===== config.mk =====
export PLATFORM = sky130hd
export DESIGN_NAME = key_sched_ctrl
export DESIGN_NICKNAME = d
export VERILOG_FILES = /design/src/rtl/key_sched_ctrl.sv
export SDC_FILE = /design/constraint.sdc
export NUM_CORES = 1
export LEC_CHECK = 0
export ABC_CLOCK_PERIOD_IN_PS = 2040
export CORE_MARGIN = 4
export CORE_UTILIZATION = 48
export DETAILED_ROUTE_END_ITERATION = 8
export DONT_BUFFER_PORTS = 1
export SYNTH_ARGS = -nofsm -noshare
export SYNTH_HDL_FRONTEND = slang
export SYNTH_SLANG_ARGS = --single-unit

===== constraint.sdc =====
create_clock -name clk -period 2.04 [get_ports clk]
set_clock_uncertainty 0.05 [all_clocks]
set_input_delay 0.306 -clock clk [delete_from_list [all_inputs] [get_ports clk]]
set_output_delay 0.306 -clock clk [all_outputs]
set_load 0.1 [all_outputs]

===== src/rtl/key_sched_ctrl.sv =====
// key_sched_ctrl - AES key-schedule word controller.
// For each expanded-key word index i (NK .. 4*(NK+7)-1) presents one
// descriptor: index, Rcon word and the RotWord/SubWord transform flags.
// Rcon is produced by repeated GF(2^8) xtime instead of a lookup table.
//
// Parameters: BYTE (byte width), DWORD (word width), NK (4/6/8 key words),
//             POLY (xtime reduction byte).
// Ports:
//   clk, rst        rising-edge clock, async active-high reset
//   start, abort    begin a schedule (idle only) / cancel a running one
//   busy            schedule in progress
//   out_valid/ready descriptor handshake
//   out_idx         word index i
//   out_rcon        {rcon, 0...} when i mod NK == 0, else 0
//   out_rot_sub     i mod NK == 0
//   out_sub_only    NK == 8 and i mod 8 == 4
//   out_last        final word index
//   done            one-cycle pulse after the last descriptor is accepted
//   err             (only with KEY_SCHED_CTRL_ERR_EN) sticky misuse flag
//
// Optional feature macro: KEY_SCHED_CTRL_ERR_EN adds the err output.
module key_sched_ctrl #(
  parameter int unsigned         BYTE  = 8,
  parameter int unsigned         DWORD = 32,
  parameter int unsigned         NK    = 4,
  parameter logic [BYTE-1:0]     POLY  = 8'h1b
) (
  input  logic             clk,
  input  logic             rst,
  input  logic             start,
  input  logic             abort,
  output logic             busy,
  output logic             out_valid,
  input  logic             out_ready,
  output logic [5:0]       out_idx,
  output logic [DWORD-1:0] out_rcon,
  output logic             out_rot_sub,
  output logic             out_sub_only,
  output logic             out_last,
  output logic             done
`ifdef KEY_SCHED_CTRL_ERR_EN
  ,
  output logic             err
`endif
);

  localparam logic [5:0] FIRST_IDX = 6'(NK);
  localparam logic [5:0] LAST_IDX  = 6'(4 * (NK + 7) - 1);
  localparam logic [2:0] PH_MAX    = 3'(NK - 1);
  localparam logic       NK_BAD    = (NK != 4) && (NK != 6) && (NK != 8);

`ifndef KEY_SCHED_CTRL_ERR_EN
  if (NK_BAD) begin : g_bad_nk
    $error("key_sched_ctrl: NK must be 4, 6 or 8");
  end
`endif

  typedef enum logic {IDLE, RUN} state_t;

  state_t          state_q, state_d;
  logic [5:0]      idx_q, idx_d;
  logic [2:0]      phase_q, phase_d;
  logic [BYTE-1:0] rcon_q, rcon_d;
  logic            done_q, done_d;
  logic            run, beat, is_last;

  function automatic logic [BYTE-1:0] xtime(input logic [BYTE-1:0] x);
    return {x[BYTE-2:0], 1'b0} ^ (x[BYTE-1] ? POLY : '0);
  endfunction

  assign run     = (state_q == RUN);
  assign beat    = run & out_ready;
  assign is_last = (idx_q == LAST_IDX);

  always_ff @(posedge clk or posedge rst) begin
    if (rst) begin
      state_q <= IDLE;
      idx_q   <= '0;
      phase_q <= '0;
      rcon_q  <= BYTE'(1);
      done_q  <= 1'b0;
    end else begin
      state_q <= state_d;
      idx_q   <= idx_d;
      phase_q <= phase_d;
      rcon_q  <= rcon_d;
      done_q  <= done_d;
    end
  end

  always_comb begin
    state_d = state_q;
    idx_d   = idx_q;
    phase_d = phase_q;
    rcon_d  = rcon_q;
    done_d  = 1'b0;
    case (state_q)
      IDLE: begin
        if (start) begin
          state_d = RUN;
          idx_d   = FIRST_IDX;
          phase_d = '0;
          rcon_d  = BYTE'(1);
        end
      end
      RUN: begin
        if (abort) begin
          state_d = IDLE;
        end else if (beat) begin
          if (is_last) begin
            state_d = IDLE;
            done_d  = 1'b1;
          end else begin
            idx_d = idx_q + 6'd1;
          end
          // phase tracks i mod NK incrementally, so no divider is needed
          phase_d = (phase_q == PH_MAX) ? '0 : phase_q + 3'd1;
          if (phase_q == '0) rcon_d = xtime(rcon_q);
        end
      end
      default: state_d = IDLE;
    endcase
  end

  // Descriptor fields decode only registered state, and are forced to zero
  // outside RUN so idle outputs match the reset values.
  always_comb begin
    busy         = run;
    out_valid    = run;
    out_idx      = run ? idx_q : '0;
    out_rot_sub  = run && (phase_q == '0);
    out_sub_only = run && (NK == 8) && (phase_q == 3'd4);
    out_last     = run && is_last;
    out_rcon     = out_rot_sub ? {rcon_q, {(DWORD-BYTE){1'b0}}} : '0;
    done         = done_q;
  end

`ifdef KEY_SCHED_CTRL_ERR_EN
  logic err_q;
  always_ff @(posedge clk or posedge rst) begin
    if (rst) err_q <= 1'b0;
    else     err_q <= err_q | NK_BAD | (start & run);
  end
  assign err = err_q;
`endif

endmodule


==> results of run 1 <==
==> worst reg2reg max path: cells and delay by family, from the launching register on <==
family | cells | cell delay, ns
fa+ha+maj | 1 | 0.15
buf+inv | 2 | 0.27
flops | 1 | 0.40
simple gates | 2 | 0.43
mux | 1 | 0.31
==> per-layer routing <==
| metal | global-route usage | part of all wire | routed length [µm] |
|---|---|---|---|
| met1 | 0.218 | 0.41 | 1210 |
| met2 | 0.275 | 0.50 | 1450 |
| met3 | 0.0691 | 0.084 | 245 |
| met4 | 0.0475 | 0.0075 | 22 |
| met5 | 0 | 0 | 0 |
==> power breakdown <==
| group | internal (mW) | switching, mW |
|---|---|---|
| logic | 0.178 | 0.543 |
| clock network | 0.0765 | 0.125 |
| registers | 0.415 | 0.0401 |
| total | 0.669 | 0.709 |
==> registers in the layout, indices dropped and copies added (netlist names) <==
name     count
done         1
rcon_q       8
phase_q      3
idx_q        6
busy         1
==> per-stage QoR <==
step,utilization,instance area [µm²],total power [mW],hold slack [ns]
global placement,0.608,1550,1.13,0.308
floorplan,-,1420,1.06,0.206
global route,0.652,1660,1.44,0.0668
detailed placement,0.608,1550,1.14,0.327
CTS,0.629,1600,1.35,0.0673
finish,0.652,1660,1.38,0.0633
==> layout by cell type (no fill, tap or decap), types with 3 or more instances in the layout <==
master    count
and2_1        7
nand3_1      11
and2_4        6
o21ai_0       3
clkbuf_4      3
o21ai_1       8
nand2_1      10
inv_1         6
buf_4        14
dfrtp_1      16
xor2_1        3
buf_12       14
conb_1       25
==> path summary, 6_finish.rpt <==
| path | slack [ns] | startpoint | end |
|---|---|---|---|
| worst max-delay path | 0.05 | phase_q[0]$_DFFE_PP0P_ | out_rcon[25] |
| worst min-delay path | 0.06 | start | idx_q[5]$_DFFE_PP0P_ |
| worst max register to register | 0.38 | phase_q[1]$_DFFE_PP0P_ | rcon_q[0]$_DFFE_PP1P_ |
| worst min register to register | 0.50 | phase_q[2]$_DFFE_PP0P_ | phase_q[2]$_DFFE_PP0P_ |
| max in group asynchronous | 0.87 | rst | busy$_DFF_PP0_ |
| min in group asynchronous | 0.50 | rst | idx_q[4]$_DFFE_PP0P_ |
==> logic make-up after synthesis <==
| logic type | Yosys count |
|---|---|
| and+or+nand+nor | 50 |
| buffers and inverters | 42 |
| AOI/OAI and AO/OA | 26 |
| DFF | 19 |
| adders and majority gates | 3 |
| xor gates and xnor gates | 3 |
| other | 1 |
| muxes | 1 |
==> what timing repair did <==
action | 4_1_cts | 5_1_grt
hold buffers | 1 | 0
gates cloned | 0 | 1
setup endpoints to repair | 9 | 10
hold endpoints to repair | 18 | 0
buffers inserted | 1 | 6
pin swaps | 0 | 1
resized for setup | 3 | 5
==> layout make-up <==
cell class,instances,share of cell area
Multi-Input combinational cell,108,0.403
Sequential cell,19,0.290
Timing Repair Buffer,31,0.248
Tap cell,30,0.0226
Inverter,8,0.0203
Clock buffer,4,0.0158
==> impl_metrics.xml, run 1 <==
<?xml version="1.0" encoding="UTF-8"?>
<metrics>
  <group name="cells_and_area">
    <metric name="multiInputGateArea" unit="µm²">669</metric>
    <metric name="diodes" unit="">0</metric>
    <metric name="layout.area.seq" unit="µm²">482</metric>
    <metric name="finish.cell_count_without_fillers" unit="">200</metric>
    <metric name="area_delta_synth_final" unit="%">27.2</metric>
    <metric name="final_layout_size_suffix_gt1_frac" unit="">0.306</metric>
    <metric name="nets" unit="">179</metric>
    <metric name="filler_cell_count" unit="">208</metric>
  </group>
  <group name="timing">
    <metric name="final_hold_viols" unit="">0</metric>
    <metric name="layout_setup_ws" unit="ns">0.0533</metric>
    <metric name="tightestPinTransition" unit="ns">0.759</metric>
    <metric name="max_slew_margin" unit="">0.493</metric>
    <metric name="maxClockFrequency" unit="MHz">503</metric>
    <metric name="finalSetupTns" unit="ns">0</metric>
    <metric name="final-setup-viol-count" unit="">0</metric>
    <metric name="min_period_over_period" unit="">0.974</metric>
    <metric name="shortest_clock_period_the_worst_path_allows_after_layout" unit="ns">1.99</metric>
    <metric name="report.final.slew_viol_count" unit="">0</metric>
    <metric name="rsz_0062_raised_after_global_routing" unit="">true</metric>
  </group>
  <group name="clock_tree">
    <metric name="clk_pin_slew" unit="ns">0.12</metric>
    <metric name="cts.root.buffer_cell" unit="">clkbuf_4</metric>
    <metric name="htreeDepth" unit="">1</metric>
    <metric name="clk_latency" unit="ns">0.31</metric>
    <metric name="numClockSinks" unit="">19</metric>
    <metric name="cts_buf_count" unit="">3</metric>
    <metric name="clockBufferDepth" unit="">2</metric>
    <metric name="cts_tree" unit="">yes</metric>
  </group>
  <group name="synth">
    <metric name="synth.largest_area_cell" unit="">dfrtp_1</metric>
    <metric name="synth.yosys.warnings" unit="">0</metric>
    <metric name="synthAdderAreaFrac" unit="">0.0288</metric>
    <metric name="synth_xor_area_frac" unit="">0.0201</metric>
    <metric name="synth-main-ff-cell" unit="">dfrtp_1</metric>
    <metric name="asyncSetResetFlopFracSynth" unit="">1.00</metric>
    <metric name="synth.top_cells.by_count" unit="">27 x buf_4, 18 x dfrtp_1, 12 x and2_1</metric>
    <metric name="synthTopCellsByArea" unit="">dfrtp_1 35%, buf_4 16%, and2_1 5.8%</metric>
    <metric name="synth_top_family_by_area" unit="">simple AND/OR/NAND/NOR gates</metric>
    <metric name="synth_cells" unit="">145</metric>
    <metric name="post_synth_simple_gate_area" unit="">0.223</metric>
    <metric name="synthDominantCellAreaShare" unit="">0.345</metric>
    <metric name="synthMuxAreaShare" unit="">0.0115</metric>
    <metric name="mappedNetlistArea" unit="mm²">0.00131</metric>
    <metric name="number_of_flip_flops_and_latches_in_the_synthesized_netlist" unit="">19</metric>
    <metric name="syn_area_cell" unit="µm²">9.00</metric>
    <metric name="synth_enable_flop_cells" unit="">0</metric>
    <metric name="number_of_distinct_library_cells_after_synthesis" unit="">43</metric>
    <metric name="post-synth-top-count-cell" unit="">buf_4</metric>
    <metric name="synth-compound-area-share" unit="">0.135</metric>
    <metric name="ys_seq_area_frac" unit="">0.365</metric>
  </group>
  <group name="power">
    <metric name="ir_drop" unit="µV">562</metric>
    <metric name="leakage" unit="nW">0.800</metric>
    <metric name="power_density" unit="mW/mm²">830</metric>
  </group>
  <group name="placed_design">
    <metric name="gp_routability_congestion" unit="">0.838</metric>
    <metric name="numPortBuffers" unit="">0</metric>
    <metric name="pre_cts_ws" unit="ns">0.292</metric>
    <metric name="dp.cells" unit="">187</metric>
    <metric name="dp_hpwl" unit="µm">2020</metric>
  </group>
  <group name="worst_setup_path">
    <metric name="timing.reg2reg.worst_path_depth" unit="">6</metric>
    <metric name="critical_path_start_type" unit="">register</metric>
    <metric name="critical_path.max_fanout" unit="">9</metric>
    <metric name="timing.critical_path.to_type" unit="">output port</metric>
    <metric name="critical_path.slowest_cell" unit="">dfrtp_1</metric>
    <metric name="critical-path-max-stage-delay" unit="ns">0.36</metric>
    <metric name="critical_path.top_delay_family" unit="">simple AND/OR/NAND/NOR gates</metric>
    <metric name="timing.critical_path.required" unit="ns">1.68</metric>
    <metric name="crit_chain" unit="">inv_1, ha_1, and3b_2, buf_6, and2_1, buf_12</metric>
    <metric name="crit_type" unit="">reg2out</metric>
    <metric name="critical_path_stages" unit="">6</metric>
    <metric name="crit_buf_inv" unit="">3</metric>
    <metric name="data_arrival_time_of_the_worst_path" unit="ns">1.63</metric>
  </group>
  <group name="routing">
    <metric name="drtPass1Iterations" unit="">4</metric>
    <metric name="final_antenna_net_count" unit="">0</metric>
    <metric name="num_vias" unit="">1037</metric>
    <metric name="wl" unit="µm">2930</metric>
    <metric name="post_drt_wl_per_cell" unit="µm">14.7</metric>
    <metric name="vias_per_cell" unit="">5.19</metric>
    <metric name="first_iter_violations" unit="">24</metric>
    <metric name="drcViolationCount" unit="">0</metric>
  </group>
  <group name="global_route">
    <metric name="grt_util_all_layers" unit="">0.173</metric>
    <metric name="grt_start_max_net_pins" unit="">20</metric>
    <metric name="antenna_violations_before_repair" unit="">0</metric>
    <metric name="grt-ovfl-total" unit="">0</metric>
    <metric name="wire_length_of_the_first_global_routing_pass" unit="µm">4600</metric>
    <metric name="vias_in_the_first_global_route" unit="">907</metric>
  </group>
  <group name="floorplanning">
    <metric name="floorplan.die_area" unit="mm²">0.00362</metric>
    <metric name="initial_core_util" unit="">0.513</metric>
    <metric name="die_width" unit="µm">60.1</metric>
    <metric name="floorplan.die.height" unit="µm">60.1</metric>
    <metric name="placement_rows" unit="">18</metric>
    <metric name="ios" unit="">49</metric>
    <metric name="core_area" unit="mm²">0.00254</metric>
  </group>
  <group name="run">
    <metric name="maxCapViolations" unit="">0</metric>
  </group>
  <group name="worst_hold_path">
    <metric name="holdPathStages" unit="">1</metric>
    <metric name="holdCritPathClass" unit="">in2reg</metric>
  </group>
  <group name="status">
    <metric name="outcome" unit="">finished, final reports clean</metric>
  </group>
</metrics>
(Power assumes the default switching activity.)
==> inputs of run 2 (changes only) <==
--- a/config.mk
+++ b/config.mk
@@ -5,11 +5,12 @@
 export SDC_FILE = /design/constraint.sdc
 export NUM_CORES = 1
 export LEC_CHECK = 0
-export ABC_CLOCK_PERIOD_IN_PS = 2040
+export ABC_CLOCK_PERIOD_IN_PS = 1600
 export CORE_MARGIN = 4
 export CORE_UTILIZATION = 48
 export DETAILED_ROUTE_END_ITERATION = 8
 export DONT_BUFFER_PORTS = 1
+export PLACE_DENSITY = 0.65
 export SYNTH_ARGS = -nofsm -noshare
 export SYNTH_HDL_FRONTEND = slang
 export SYNTH_SLANG_ARGS = --single-unit
==> constraint.sdc (replaced) <==
create_clock -name clk -period 1.6 [get_ports clk]
set_clock_uncertainty 0.05 [all_clocks]
set_input_delay 0.24 -clock clk [delete_from_list [all_inputs] [get_ports clk]]
set_output_delay 0.24 -clock clk [all_outputs]
set_load 0.1 [all_outputs]
==> impl_metrics.xml, run 2 (synthesized netlist as in run 1, its figures left out) <==
<?xml version="1.0" encoding="UTF-8"?>
<metrics>
  <group name="global_route">
    <metric name="vias_in_the_first_global_route" unit="">972</metric>
    <metric name="grt_start_max_net_pins" unit="">12</metric>
    <metric name="grt_util_all_layers" unit="">0.165</metric>
    <metric name="antenna_violations_before_repair" unit="">0</metric>
    <metric name="grt-ovfl-total" unit="">0</metric>
    <metric name="wire_length_of_the_first_global_routing_pass" unit="µm">4420</metric>
  </group>
  <group name="worst_setup_path">
    <metric name="critical_path_start_type" unit="">register</metric>
    <metric name="data_arrival_time_of_the_worst_path" unit="ns">1.54</metric>
    <metric name="crit_type" unit="">reg2out</metric>
    <metric name="timing.critical_path.to_type" unit="">output port</metric>
    <metric name="timing.critical_path.required" unit="ns">1.31</metric>
    <metric name="critical_path.max_fanout" unit="">6</metric>
  </group>
  <group name="routing">
    <metric name="num_vias" unit="">1088</metric>
    <metric name="drtPass1Iterations" unit="">4</metric>
    <metric name="wl" unit="µm">2890</metric>
    <metric name="first_iter_violations" unit="">29</metric>
    <metric name="post_drt_wl_per_cell" unit="µm">13.8</metric>
    <metric name="drcViolationCount" unit="">0</metric>
    <metric name="vias_per_cell" unit="">5.21</metric>
    <metric name="final_antenna_net_count" unit="">0</metric>
  </group>
  <group name="clock_tree">
    <metric name="cts_buf_count" unit="">3</metric>
    <metric name="numClockSinks" unit="">19</metric>
    <metric name="clockBufferDepth" unit="">2</metric>
    <metric name="clk_latency" unit="ns">0.31</metric>
    <metric name="clk_pin_slew" unit="ns">0.11</metric>
    <metric name="cts.root.buffer_cell" unit="">clkbuf_4</metric>
    <metric name="cts_tree" unit="">yes</metric>
    <metric name="htreeDepth" unit="">1</metric>
  </group>
  <group name="cells_and_area">
    <metric name="diodes" unit="">0</metric>
    <metric name="nets" unit="">188</metric>
    <metric name="largest_register_ff_count" unit="">8</metric>
    <metric name="final_cell_area" unit="mm²">0.00183</metric>
    <metric name="final_core_utilization" unit="">0.717</metric>
    <metric name="layout_common_cells" unit="">25 x conb_1, 17 x dfrtp_1, 16 x buf_12</metric>
    <metric name="final_layout_size_suffix_gt1_frac" unit="">0.385</metric>
    <metric name="area_delta_synth_final" unit="%">39.9</metric>
    <metric name="layout.area.seq" unit="µm²">480</metric>
    <metric name="mostFrequentLayoutCell" unit="">conb_1</metric>
    <metric name="filler_cell_count" unit="">199</metric>
    <metric name="largest_register" unit="">rcon_q</metric>
    <metric name="multiInputGateArea" unit="µm²">703</metric>
    <metric name="top_regs" unit="">rcon_q x8, idx_q x6, phase_q x3</metric>
  </group>
  <group name="power">
    <metric name="power_density" unit="mW/mm²">1020</metric>
    <metric name="switching_power" unit="µW">927</metric>
    <metric name="seq_power_share" unit="">0.306</metric>
    <metric name="clockPowerShare" unit="">0.137</metric>
    <metric name="power_report.internal_total" unit="µW">938</metric>
    <metric name="power_frac_comb" unit="">0.557</metric>
    <metric name="sum_of_internal_switching_and_leakage_power" unit="mW">1.86</metric>
    <metric name="switching_share" unit="">0.497</metric>
    <metric name="ir_drop" unit="µV">855</metric>
    <metric name="leakage" unit="nW">0.894</metric>
  </group>
  <group name="timing">
    <metric name="finalSetupTns" unit="ns">-2.27</metric>
    <metric name="shortest_clock_period_the_worst_path_allows_after_layout" unit="ns">1.83</metric>
    <metric name="layout_setup_ws" unit="ns">-0.235</metric>
    <metric name="final_hold_viols" unit="">0</metric>
    <metric name="final-setup-viol-count" unit="">11</metric>
    <metric name="min_period_over_period" unit="">1.15</metric>
    <metric name="maxClockFrequency" unit="MHz">545</metric>
    <metric name="report.final.slew_viol_count" unit="">0</metric>
    <metric name="rsz_0062_raised_after_global_routing" unit="">true</metric>
    <metric name="hold_ws" unit="ns">0.0599</metric>
  </group>
  <group name="status">
    <metric name="outcome" unit="">finished with violations</metric>
    <metric name="violations" unit="">negative setup slack</metric>
  </group>
  <group name="floorplanning">
    <metric name="core_area" unit="mm²">0.00254</metric>
    <metric name="initial_core_util" unit="">0.513</metric>
    <metric name="ios" unit="">49</metric>
    <metric name="placement_rows" unit="">18</metric>
    <metric name="floorplan.die.height" unit="µm">60.1</metric>
    <metric name="die_width" unit="µm">60.1</metric>
    <metric name="floorplan.die_area" unit="mm²">0.00362</metric>
  </group>
  <group name="placed_design">
    <metric name="dp_hpwl" unit="µm">2100</metric>
    <metric name="detailed_place.area" unit="mm²">0.00166</metric>
    <metric name="gp_routability_congestion" unit="">0.868</metric>
    <metric name="numPortBuffers" unit="">0</metric>
  </group>
  <group name="worst_hold_path">
    <metric name="holdCritPathClass" unit="">in2reg</metric>
  </group>
  <group name="run">
    <metric name="maxCapViolations" unit="">0</metric>
  </group>
</metrics>
run 2: path summary, 6_finish.rpt:
| check | cells after the start | start | slack, ns | to |
|---|---|---|---|---|
| max | 6 | phase_q[1]$_DFFE_PP0P_ | -0.23 | out_rcon[25] |
| min | 2 | abort | 0.06 | busy$_DFF_PP0_ |
| max in group asynchronous | 3 | rst | 0.62 | rcon_q[0]$_DFFE_PP1P_ |
| min in group asynchronous | 2 | rst | 0.31 | idx_q[1]$_DFFE_PP0P_ |
| min reg2reg | 2 | phase_q[2]$_DFFE_PP0P_ | 0.50 | phase_q[2]$_DFFE_PP0P_ |
| max reg2reg | 7 | phase_q[1]$_DFFE_PP0P_ | -0.01 | rcon_q[0]$_DFFE_PP1P_ |
run 2: power groups by stage:
stage | clock network (mW) | logic (mW) | registers [mW]
2_1_floorplan | 0 | 0.794 | 0.602
3_3_place_gp | 0 | 0.933 | 0.575
3_5_place_dp | 0 | 0.941 | 0.578
4_1_cts | 0.254 | 1.02 | 0.569
5_1_grt | 0.277 | 1.08 | 0.578
6_report | 0.255 | 1.04 | 0.570
run 2: critical path: stages, from the launching register on:
cell     delay [ns]
dfrtp_1        0.40
inv_1          0.06
ha_2           0.14
and3b_2        0.20
buf_6          0.12
and2_4         0.15
buf_12         0.16
run 2: final cells by class:
type,instances,share of cell area
Multi-Input combinational cell,108,0.385
Clock inverter,1,0.00274
Sequential cell,19,0.263
Timing Repair Buffer,40,0.293
Clock buffer,3,0.0123
Inverter,8,0.0226
Tap cell,30,0.0206
run 2: per-stage QoR:
| stage | std cells | worst slack (ns) |
|---|---|---|
| after floorplan | 169 | -0.250 |
| after global placement | 196 | 0.101 |
| after detailed placement | 196 | 0.0599 |
| after CTS | 208 | -0.232 |
| after global routing | 209 | -0.309 |
| final | 209 | -0.235 |
run 2: repair_timing:
action | CTS | global route
pin swaps | 3 | 1
gates resized for setup | 16 | 7
endpoints found under the hold margin | 11 | 0
hold buffers | 2 | 0
buffers inserted | 6 | 3
endpoints found under the setup margin | 15 | 17
run 2: metal layers:
layer	part of all wire	GRT usage
met3	0.057	0.0367
met5	0	0
met2	0.50	0.255
met1	0.43	0.212
met4	0.010	0.0886
==> inputs of run 3 (changes only) <==
--- a/config.mk
+++ b/config.mk
@@ -8,6 +8,7 @@
 export ABC_CLOCK_PERIOD_IN_PS = 1600
 export CORE_MARGIN = 4
 export CORE_UTILIZATION = 48
+export CTS_CLUSTER_SIZE = 10
 export DETAILED_ROUTE_END_ITERATION = 8
 export DONT_BUFFER_PORTS = 1
 export PLACE_DENSITY = 0.65
==> results of run 3 <==
Final layout, timing and power as in run 2 (identical DEF).
